File: src/rtl/hazard_ctrl.sv
// hazard_ctrl: pipeline hazard sequencer for the 5-stage RV32I core.
// Detects load-use and JALR-operand hazards, sequences redirect flushes,
// honours external memory stalls and keeps saturating perf counters.
// Stall/flush outputs are Mealy (state + inputs) and forced low while reset is low.
module hazard_ctrl #(
  parameter int LOAD_USE_BUBBLES = 1,
  parameter int FLUSH_CYCLES     = 2,
  parameter int CNT_W            = 16
) (
  input  logic             CLK,
  input  logic             reset,
  input  logic [31:0]      id_inst,
  input  logic             id_valid,
  input  logic [4:0]       ex_rd,
  input  logic             ex_wb,
  input  logic             ex_load,
  input  logic [4:0]       mem_rd,
  input  logic             mem_load,
  input  logic             redirect,
  input  logic             ext_stall,
  output logic             stall_if,
  output logic             stall_id,
  output logic             bubble_ex,
  output logic             flush_if,
  output logic [1:0]       state,
  output logic [CNT_W-1:0] stall_cycles,
  output logic [CNT_W-1:0] flush_events
);

  localparam logic [1:0] ST_RUN     = 2'd0;
  localparam logic [1:0] ST_LDSTALL = 2'd1;
  localparam logic [1:0] ST_JWAIT   = 2'd2;
  localparam logic [1:0] ST_FLUSH   = 2'd3;

  // Down-counter must hold LOAD_USE_BUBBLES-1 and FLUSH_CYCLES-1.
  localparam int MAXC = (LOAD_USE_BUBBLES > FLUSH_CYCLES) ? LOAD_USE_BUBBLES : FLUSH_CYCLES;
  localparam int CW   = (MAXC < 2) ? 1 : $clog2(MAXC);

  localparam logic [CW-1:0] LU_INIT = CW'(LOAD_USE_BUBBLES - 1);
  localparam logic [CW-1:0] FL_INIT = CW'(FLUSH_CYCLES - 1);
  localparam logic [CW-1:0] CNT_ONE = CW'(1);
  localparam logic [CNT_W-1:0] SAT  = {CNT_W{1'b1}};

  logic [1:0]    state_r, state_nxt_s;
  logic [CW-1:0] cnt_r, cnt_nxt_s;
  logic [CNT_W-1:0] stall_cycles_r, flush_events_r;

  logic [6:0] opc_s;
  logic [4:0] rs1_s, rs2_s;
  logic       use_rs1_s, use_rs2_s;
  logic       load_use_s, jalr_haz_s;
  logic       stall_s, bubble_s, flush_s, flush_acc_s;

  assign opc_s = id_inst[6:0];
  assign rs1_s = id_inst[19:15];
  assign rs2_s = id_inst[24:20];

  // Decode which source registers the ID instruction actually reads.
  always_comb begin
    use_rs1_s = 1'b0;
    use_rs2_s = 1'b0;
    case (opc_s)
      7'b0110011: begin use_rs1_s = 1'b1; use_rs2_s = 1'b1; end
      7'b0100011: begin use_rs1_s = 1'b1; use_rs2_s = 1'b1; end
      7'b1100011: begin use_rs1_s = 1'b1; use_rs2_s = 1'b1; end
      7'b0010011: use_rs1_s = 1'b1;
      7'b0000011: use_rs1_s = 1'b1;
      7'b1100111: use_rs1_s = 1'b1;
      default: begin use_rs1_s = 1'b0; use_rs2_s = 1'b0; end
    endcase
  end

  assign load_use_s = id_valid & ex_load & (ex_rd != 5'd0) &
                      ((use_rs1_s & (ex_rd == rs1_s)) | (use_rs2_s & (ex_rd == rs2_s)));
  assign jalr_haz_s = id_valid & (opc_s == 7'b1100111) & (rs1_s != 5'd0) &
                      ((ex_wb & (ex_rd == rs1_s)) | (mem_load & (mem_rd == rs1_s)));

  // Priority sequencer: ext_stall > redirect > state hold > load_use > jalr_haz.
  always_comb begin
    stall_s     = 1'b0;
    bubble_s    = 1'b0;
    flush_s     = 1'b0;
    flush_acc_s = 1'b0;
    state_nxt_s = state_r;
    cnt_nxt_s   = cnt_r;
    if (ext_stall) begin
      stall_s = 1'b1;
    end else if (redirect) begin
      flush_s     = 1'b1;
      bubble_s    = 1'b1;
      flush_acc_s = 1'b1;
      cnt_nxt_s   = FL_INIT;
      state_nxt_s = (FLUSH_CYCLES > 1) ? ST_FLUSH : ST_RUN;
    end else begin
      case (state_r)
        ST_RUN: begin
          if (load_use_s) begin
            stall_s     = 1'b1;
            bubble_s    = 1'b1;
            cnt_nxt_s   = LU_INIT;
            state_nxt_s = (LOAD_USE_BUBBLES > 1) ? ST_LDSTALL : ST_RUN;
          end else if (jalr_haz_s) begin
            stall_s     = 1'b1;
            bubble_s    = 1'b1;
            state_nxt_s = ST_JWAIT;
          end else begin
            state_nxt_s = ST_RUN;
          end
        end
        ST_LDSTALL: begin
          stall_s   = 1'b1;
          bubble_s  = 1'b1;
          cnt_nxt_s = cnt_r - CNT_ONE;
          if (cnt_r <= CNT_ONE) begin
            state_nxt_s = ST_RUN;
          end else begin
            state_nxt_s = ST_LDSTALL;
          end
        end
        ST_JWAIT: begin
          if (jalr_haz_s) begin
            stall_s     = 1'b1;
            bubble_s    = 1'b1;
            state_nxt_s = ST_JWAIT;
          end else begin
            state_nxt_s = ST_RUN;
          end
        end
        ST_FLUSH: begin
          flush_s   = 1'b1;
          bubble_s  = 1'b1;
          cnt_nxt_s = cnt_r - CNT_ONE;
          if (cnt_r <= CNT_ONE) begin
            state_nxt_s = ST_RUN;
          end else begin
            state_nxt_s = ST_FLUSH;
          end
        end
        default: begin
          state_nxt_s = ST_RUN;
          cnt_nxt_s   = {CW{1'b0}};
        end
      endcase
    end
  end

  // State and bubble/flush down-counter.
  always_ff @(posedge CLK or negedge reset) begin
    if (!reset) begin
      state_r <= ST_RUN;
      cnt_r   <= {CW{1'b0}};
    end else begin
      state_r <= state_nxt_s;
      cnt_r   <= cnt_nxt_s;
    end
  end

  // Saturating performance counters.
  always_ff @(posedge CLK or negedge reset) begin
    if (!reset) begin
      stall_cycles_r <= {CNT_W{1'b0}};
      flush_events_r <= {CNT_W{1'b0}};
    end else begin
      if (stall_s && (stall_cycles_r != SAT)) begin
        stall_cycles_r <= stall_cycles_r + {{(CNT_W-1){1'b0}}, 1'b1};
      end
      if (flush_acc_s && (flush_events_r != SAT)) begin
        flush_events_r <= flush_events_r + {{(CNT_W-1){1'b0}}, 1'b1};
      end
    end
  end

  // Mealy outputs are gated by reset so they drop asynchronously.
  assign stall_if     = stall_s  & reset;
  assign stall_id     = stall_s  & reset;
  assign bubble_ex    = bubble_s & reset;
  assign flush_if     = flush_s  & reset;
  assign state        = state_r;
  assign stall_cycles = stall_cycles_r;
  assign flush_events = flush_events_r;

endmodule

File: config.mk
export PLATFORM = sky130hd
export DESIGN_NAME = hazard_ctrl
export DESIGN_NICKNAME = d
export VERILOG_FILES = /design/src/rtl/hazard_ctrl.sv
export SDC_FILE = /design/constraint.sdc
export NUM_CORES = 1
export LEC_CHECK = 0
export BUFFER_PORTS_ARGS = -buffer_cell sky130_fd_sc_hd__buf_4
export CELL_PAD_IN_SITES_DETAIL_PLACEMENT = 0
export CELL_PAD_IN_SITES_GLOBAL_PLACEMENT = 2
export CORE_UTILIZATION = 24
export DETAILED_ROUTE_END_ITERATION = 6
export PLACE_DENSITY_LB_ADDON = 0.1
export SYNTH_ARGS = -nofsm -noshare
export SYNTH_HDL_FRONTEND = slang
export SYNTH_SLANG_ARGS = --single-unit
File: constraint.sdc
create_clock -name CLK -period 2.3 [get_ports CLK]
set_clock_uncertainty 0.1 [all_clocks]
set_input_delay 0.46 -clock CLK [delete_from_list [all_inputs] [get_ports CLK]]
set_output_delay 0.46 -clock CLK [all_outputs]
set_load 0.005 [all_outputs]
# Word-level counts from Yosys, hierarchy flattened
# Cells that the tools add are included.
[word_totals]
reg_bits = 35
latchBits = 0
mem_bits_rw = 0
mem_bits_ro = 0
in_bits = 50
output_inout_bits = 38
mem_count = 0
[classes]
add_sub_neg = 3
mul = 0
n_div = 0
magnitude_cmp = 1
eq_ne = 15
shift = 0
muxes = 24
bitwise_logic = 16
reduce_logical = 10
[ops]
columns = ["cell", "n"]
rows = [
  ["$add 16x1->16 const B", 2],
  ["$ne 16x16->1 const B", 2],
  ["$mux 1", 16],
  ["$eq 5x5->1", 3],
  ["$eq 7x6->1 const B", 2],
  ["$eq 7x7->1 const B", 2],
  ["$and 1x1->1", 13],
  ["$reduce_bool 5->1", 2],
  ["$mux 2", 4],
  ["$pmux 2 s4", 1],
  ["$eq 7x2->1 const B", 1],
  ["$eq 7x5->1 const B", 1],
  ["$pmux 1 s3", 2],
  ["$reduce_or 6->1", 1],
  ["$eq 2x2->1 const B", 2],
  ["$ne 3x3->1 const B", 1],
  ["$reduce_and 3->1", 1],
  ["$reduce_bool 3->1", 1],
  ["$reduce_or 3->1", 1],
  ["$eq 2x1->1 const B", 1],
  ["$logic_and 1x1->1", 2],
  ["$logic_not 2->1", 1],
  ["$or 1x1->1", 2],
  ["$pmux 1 s2", 1],
  ["4 further kinds", 4],
]

# Depth between registers and ports, before layout
# Gate-level depths: netlist (run 1).
[logic_depth]
ltp_word = 11
ltp_mapped = 8

# Worst setup path after synthesis (run 1)
# Ideal clock, no wire load.
[synth_timing]
kind = "input to output"
startpoint = "input port ex_rd[1]"
endpoint = "output port stall_if"
arrival_time_ps = 1844
t_required_ps = 1740
slack_ps = -104
stages = 8
path_cell_list = "or4_4 > o21ai_2 > nor4_1 > nor3_2 > nand2b_1 > a21oi_1 > nor2b_1 > buf_4"
[synth_via]
elab_chain_len = 10
[synth_rtl]
columns = ["item", "line", "text"]
rows = [
  ["from (decl)", "14", "input logic [4:0] ex_rd,"],
  ["$eq 5x5->1", "74, 76", ""],
  ["$and 1x1->1", "76", "((ex_wb & (ex_rd == rs1_s)) | (mem_load & (mem_rd == rs1_s)));"],
  ["$or 1x1->1", "76", ""],
  ["$and 1x1->1", "75", "assign jalr_haz_s = id_valid & (opc_s == 7'b1100111) & (rs1_s != 5'd0) &"],
  ["$mux 1", "102, 121", ""],
  ["$mux 1", "97", "if (load_use_s) begin"],
  ["$pmux 1 s3 *", "95", "case (state_r)"],
  ["$mux 1 *", "88", "end else if (redirect) begin"],
  ["$mux 1 *", "86", "if (ext_stall) begin"],
  ["$and 1x1->1 *", "-", ""],
  ["to (decl)", "21", "output logic stall_if,"],
]
# Mark *: on every way between the ends. The rest lies on a longest branch, timed or not.

# Worst setup path after layout (run 1)
[layout_timing]
startpoint = "input port ex_rd[1]"
endpoint = "output port stall_if"
[layout_via]
elab_chain_len = 10
[layout_rtl]
columns = ["item", "line", "text"]
rows = [
  ["$eq 5x5->1", "74, 76", ""],
  ["$and 1x1->1", "76", ""],
  ["$or 1x1->1", "76", ""],
  ["$and 1x1->1", "75", ""],
  ["$mux 1", "102, 121", ""],
  ["$mux 1", "97", ""],
  ["$pmux 1 s3 *", "95", ""],
  ["$mux 1 *", "88", ""],
  ["$mux 1 *", "86", ""],
  ["$and 1x1->1 *", "174", "assign stall_if = stall_s & reset;"],
]
# Marks and branches as above.

==> results.cfg, run 1 <==
[layout]
multi_input_area_um2 = 1066
nets = 334
n_fill_cell = 750
seq_area_um2 = 850.8
final_layout_size_suffix_gt1_frac = 0.4149
areaGrowthSynthToFinish_pct = 51.69
diodes = 0

[grt]
antenna_found_initial = 0
grt_usage = 0.1206
grt_max_degree = 33
grt_first_pass_wirelength_um = 8024
grt_pass1_vias = 1638
overflow = 0

[detailed_routing]
drtIter0Drc = 32
num_vias = 1669
drtAntennaViolNets = 0
drc_errors = 0
viasPerCell = 4.381
avgRoutedWirePerCell_um = 12.70
wl_um = 4838
first_pass_iters = 3

[logic_synthesis]
yosysWarnings = 0
netlist_area_um2 = 1883
synth.avg_cell_area_um2 = 10.29
synthAdderAreaFrac = 0.01329
synthSimpleGateAreaFrac = 0.2439
synth_top_family_by_area = simple AND/OR/NAND/NOR gates
ys_types = 39
synth.yosys.seq_area_share = 0.4518
synth_ff_type = dfrtp_1
synthXorXnorAreaFrac = 0.1953
async_flop_share = 1.000
muxShareOfSynthArea = 0.02326
syn-instance-count = 183
syn_nets = 235
synth-edff-count = 0
synth-compound-area-share = 0.06047
ys_ff_latch = 34

[hold_path]
hold_class = in -> reg

[worst_setup_path]
cp-start-kind = input pin
worstPathMaxFanout = 3
end_kind = output pin
critical_path_arrival_ns = 1.94
required_ns = 1.74
crit_type = in -> out
r2r_setup_slack_ns = 0.08

[sta]
hold_slack_ns = 0.3739
period_share = 1.086
tns_ns = -0.5225
setup_viol = 3
max_freq_ghz = 0.4003
rsz0062_at_grt = true
maxSlewViolCount = 0
timing.final.ws_setup_ns = -0.1984
min_period_ns = 2.498
tightest_slew_ns = 0.4207
final_hold_viol_count = 0
slew-limit-headroom = 0.7195

[placement]
gp_congestion = 0.6958
numPortBuffers = 72
place_hpwl_um = 3786
post-place-ws_ns = -0.2075

[clock_tree]
cts_tree = built
clockBufferDepth = 2
clk_pin_slew_ns = 0.06
htreeDepth = 2
root_buffer = clkbuf_8
clkSinkCount = 34
clock_latency_ns = 0.28
cts_made_buffers = 5

[floorplan]
die_w_um = 90.58
initial_utilization = 0.2542
io_pins = 88
dieArea_um2 = 8205
die_h_um = 90.58
core_um2 = 7408
rows = 31

[power_and_ir_drop]
power_density_nw_per_um2 = 668.4
p_leak_nw = 1.284
total_power_w = 0.001909
peakVddDrop_mv = 0.3712

[run]
drv_cap = 0

[outcome]
status = finished with violations
violations = setup timing
stage by stage:
stage,util,cells,cell area [um2]
6_report,0.3856,381,2856
5_1_grt,0.3856,381,2856
4_1_cts,0.3822,381,2831
3_5_place_dp,0.3638,372,2695
3_3_place_gp,0.3638,372,2695
2_1_floorplan,-,183,1883
layout by cell type (no fill, tap or decap), types with 2 or more instances in the layout:
cell	n
a21oi_1	6
a21oi_2	2
and2_1	4
and3_1	4
and3b_1	3
and4_1	2
buf_4	91
buf_6	2
clkbuf_8	5
dfrtp_1	34
ha_1	2
mux2_2	2
nand2_1	17
nand3_1	14
nand3_2	2
nand4_1	12
nor2_1	7
nor2b_1	2
nor3_2	2
nor3b_1	2
o21ai_0	2
or4_4	2
xnor2_1	38
xnor2_2	2
xor2_1	2
layout make-up:
| cell class | instances | area share |
|---|---|---|
| Timing Repair Buffer | 95 | 0.2576 |
| Clock buffer | 6 | 0.02541 |
| Clock inverter | 1 | 0.002628 |
| Multi-Input combinational cell | 146 | 0.3732 |
| Tap cell | 99 | 0.04336 |
| Sequential cell | 34 | 0.2979 |
critical path: stages:
cell	delay (ns)
buf_6	0.10
or4_4	0.54
o21ai_4	0.15
nor4_2	0.07
nor3_2	0.18
nand2b_1	0.10
a21oi_1	0.14
nor2b_1	0.08
buf_4	0.13
path summary, 6_finish.rpt:
kind / to / start / cells after the start
hold / removal: state[1] / ext_stall / 2
min in group asynchronous: state[0] / reset / 2
setup / recovery: stall_if / ex_rd[1] / 9
hold reg to reg: stall_cycles[15] / stall_cycles[15] / 1
max in group asynchronous: flush_events[0] / reset / 3
setup reg to reg: stall_cycles[1] / state[1] / 9
sequential cells by signal, summed over array words and instances, names as in the netlist:
register      flops
flush_events     16
stall_cycles     16
state             2
cells by family after synthesis:
group | Yosys count
XOR/XNOR | 42
adder cells (fa/ha/maj) | 2
buffers and inverters | 3
AND/OR/NAND/NOR | 81
AO/OA/AOI/OAI | 17
multiplexers | 4
flip-flops | 34
repair_timing:
| action | 4_1_cts | 5_1_grt |
|---|---|---|
| hold buffers | 1 | 0 |
| endpoints found under the hold margin | 2 | 0 |
| endpoints found under the setup margin | 3 | 3 |
| setup buffers | 1 | 0 |
| pin swaps | 1 | 1 |
| resized for setup | 8 | 4 |
layer usage:
metal,part of all wire,routed length (um),up-vias,GRT usage
li1,-,-,848,-
met1,0.47,2278,777,0.1602
met2,0.47,2297,40,0.1970
met3,0.049,237,4,0.03114
met4,0.0052,25,0,0.02419
met5,0,0,-,0
synthesized netlist by cell type (2+ instances only):
library cell  count  area share
nand3_1          15       0.040
a21oi_1           6       0.016
nor2b_1           2      0.0066
and4_1            2      0.0093
o21ai_0           2      0.0053
nor3b_1           2      0.0080
dfrtp_1          34        0.45
nand2_1          17       0.034
mux2_2            2       0.012
nand4_1          12       0.040
xor2_1            2      0.0093
nor3_1            2      0.0053
a21oi_2           2      0.0093
xnor2_1          40        0.19
ha_1              2       0.013
and3_1            4       0.013
o22ai_1           2      0.0066
nor4_1            2      0.0066
nor2_1            8       0.016
and2_1            4       0.013
and3b_1           3       0.014
report_power, final:
group | total, W | internal, W | switching (W)
registers | 0.000835 | 0.000712 | 0.000123
clock network | 0.000416 | 0.000208 | 0.000208
logic | 0.000659 | 0.000386 | 0.000273
Note: power is estimated with default switching activity, not from simulation.
==> run 2, diff against run 1 <==
- clock period: 2.3 -> 2.1 ns (I/O delays scaled with it)
==> results.cfg, run 2 (synthesized netlist as in run 1, its figures left out) <==
[detailed_routing]
num_vias = 1737
first_pass_iters = 4
viasPerCell = 4.409
wl_um = 5072
avgRoutedWirePerCell_um = 12.87
drc_errors = 0
drtAntennaViolNets = 0
drtIter0Drc = 65

[grt]
grt_usage = 0.1268
grt_pass1_vias = 1725
antenna_found_initial = 0
grt_first_pass_wirelength_um = 8452
grt_max_degree = 35
overflow = 0

[layout]
diodes = 0
nets = 346
final_layout_size_suffix_gt1_frac = 0.4373
layout_common_cells = 104 x buf_4, 40 x xnor2_1, 34 x dfrtp_1, 17 x nand2_1, 15 x nand3_1
areaGrowthSynthToFinish_pct = 58.14
final_cell_area_um2 = 2978
final_cell_count_no_fill = 394
layout_commonest_cell = buf_4

[power_and_ir_drop]
pwr-share-clk = 0.301
p_seq_frac = 0.356
swShare = 0.2883
peakVddDrop_mv = 0.4884
p_leak_nw = 1.363
power_density_nw_per_um2 = 823.5
p_switching_w = 0.0007069
combPwrFrac = 0.343
power.internal_w = 0.001745

[worst_setup_path]
required_ns = 1.58
worstPathMaxFanout = 2
end_kind = output pin
critical_path_arrival_ns = 1.92
max_stage_delay_ns = 0.54
path_delay_family = simple AND/OR/NAND/NOR gates
path_cells = buf_8 -> or4_4 -> o21ai_4 -> nor4_2 -> nor3_2 -> nand2b_1 -> a21oi_1 -> nor2b_1 -> buf_4
slowest_stage = or4_4
cp_num_buf_inv = 2
crit_type = in -> out
cp-start-kind = input pin

[placement]
dp_cells = 384
numPortBuffers = 72
place_hpwl_um = 4009
dpl_cell_area_um2 = 2785
gp_congestion = 0.6921

[clock_tree]
cts_tree = built
htreeDepth = 2
clock_latency_ns = 0.29
clkSinkCount = 34
postCtsHoldBufs = 0
clk_pin_slew_ns = 0.08
clockBufferDepth = 2
root_buffer = clkbuf_8
cts_made_buffers = 5

[sta]
max_freq_ghz = 0.4094
slew-limit-headroom = 0.7066
tightest_slew_ns = 0.4402
min_period_ns = 2.442
final_hold_viol_count = 0
rsz0062_at_grt = true
timing.final.ws_setup_ns = -0.3425
hold_slack_ns = 0.07949
tns_ns = -1.216
maxSlewViolCount = 0
setup_viol = 9
period_share = 1.163

[floorplan]
die_h_um = 90.58
dieArea_um2 = 8205
core_um2 = 7408
die_w_um = 90.58
rows = 31
io_pins = 88
initial_utilization = 0.2542

[outcome]
status = finished with violations
violations = setup timing

[run]
drv_cap = 0

[hold_path]
hold_class = in -> async
[run 2: timing repair]
item,in CTS,in global routing
setup buffers,2,0
endpoints found under the setup margin,4,24
gates resized for setup,4,5
pin swaps,0,0
[run 2: routing by layer]
layer,track usage,share of wire,up-vias
met5,0,0,-
met4,0.02016,0.0057,0
met3,0.03199,0.042,4
met2,0.2052,0.48,39
met1,0.1725,0.47,822
li1,-,-,872
[run 2: worst paths after layout]
kind / from / slack (ns) / endpoint / cells after the start
min reg2reg: stall_cycles[11] / 0.40 / stall_cycles[11] / 1
min in group CLK: ext_stall / 0.32 / state[1] / 2
max reg2reg: state[1] / -0.11 / stall_cycles[1] / 9
min: reset / 0.08 / stall_cycles[11] / 2
max in group asynchronous: reset / 1.49 / stall_cycles[4] / 2
max: ex_rd[1] / -0.34 / stall_id / 9
[run 2: cell type report]
cell class	count	area [um2]
Multi-Input combinational cell	146	1039
Fill cell	768	4431
Clock inverter	3	68.82
Clock buffer	5	68.82
Timing Repair Buffer	107	827.0
Sequential cell	34	850.8
Tap cell	99	123.9
[run 2: through the flow]
| stage | setup WS (ns) | util | power, W |
|---|---|---|---|
| after floorplan | -0.2235 | - | 0.001204 |
| after global placement | -0.3479 | 0.3760 | 0.001727 |
| after detailed placement | -0.3747 | 0.3760 | 0.001733 |
| after CTS | -0.3471 | 0.3989 | 0.002493 |
| after global routing | -0.4894 | 0.4020 | 0.002608 |
| final | -0.3425 | 0.4020 | 0.002452 |
[run 2: power groups by stage]
stage	clock (W)	sequential, W	combinational [W]
floorplan	0	0.000937	0.000267
global placement	0	0.000885	0.000842
detailed placement	0	0.000886	0.000847
CTS	0.000760	0.000874	0.000859
global route	0.000788	0.000892	0.000928
finish	0.000738	0.000873	0.000841
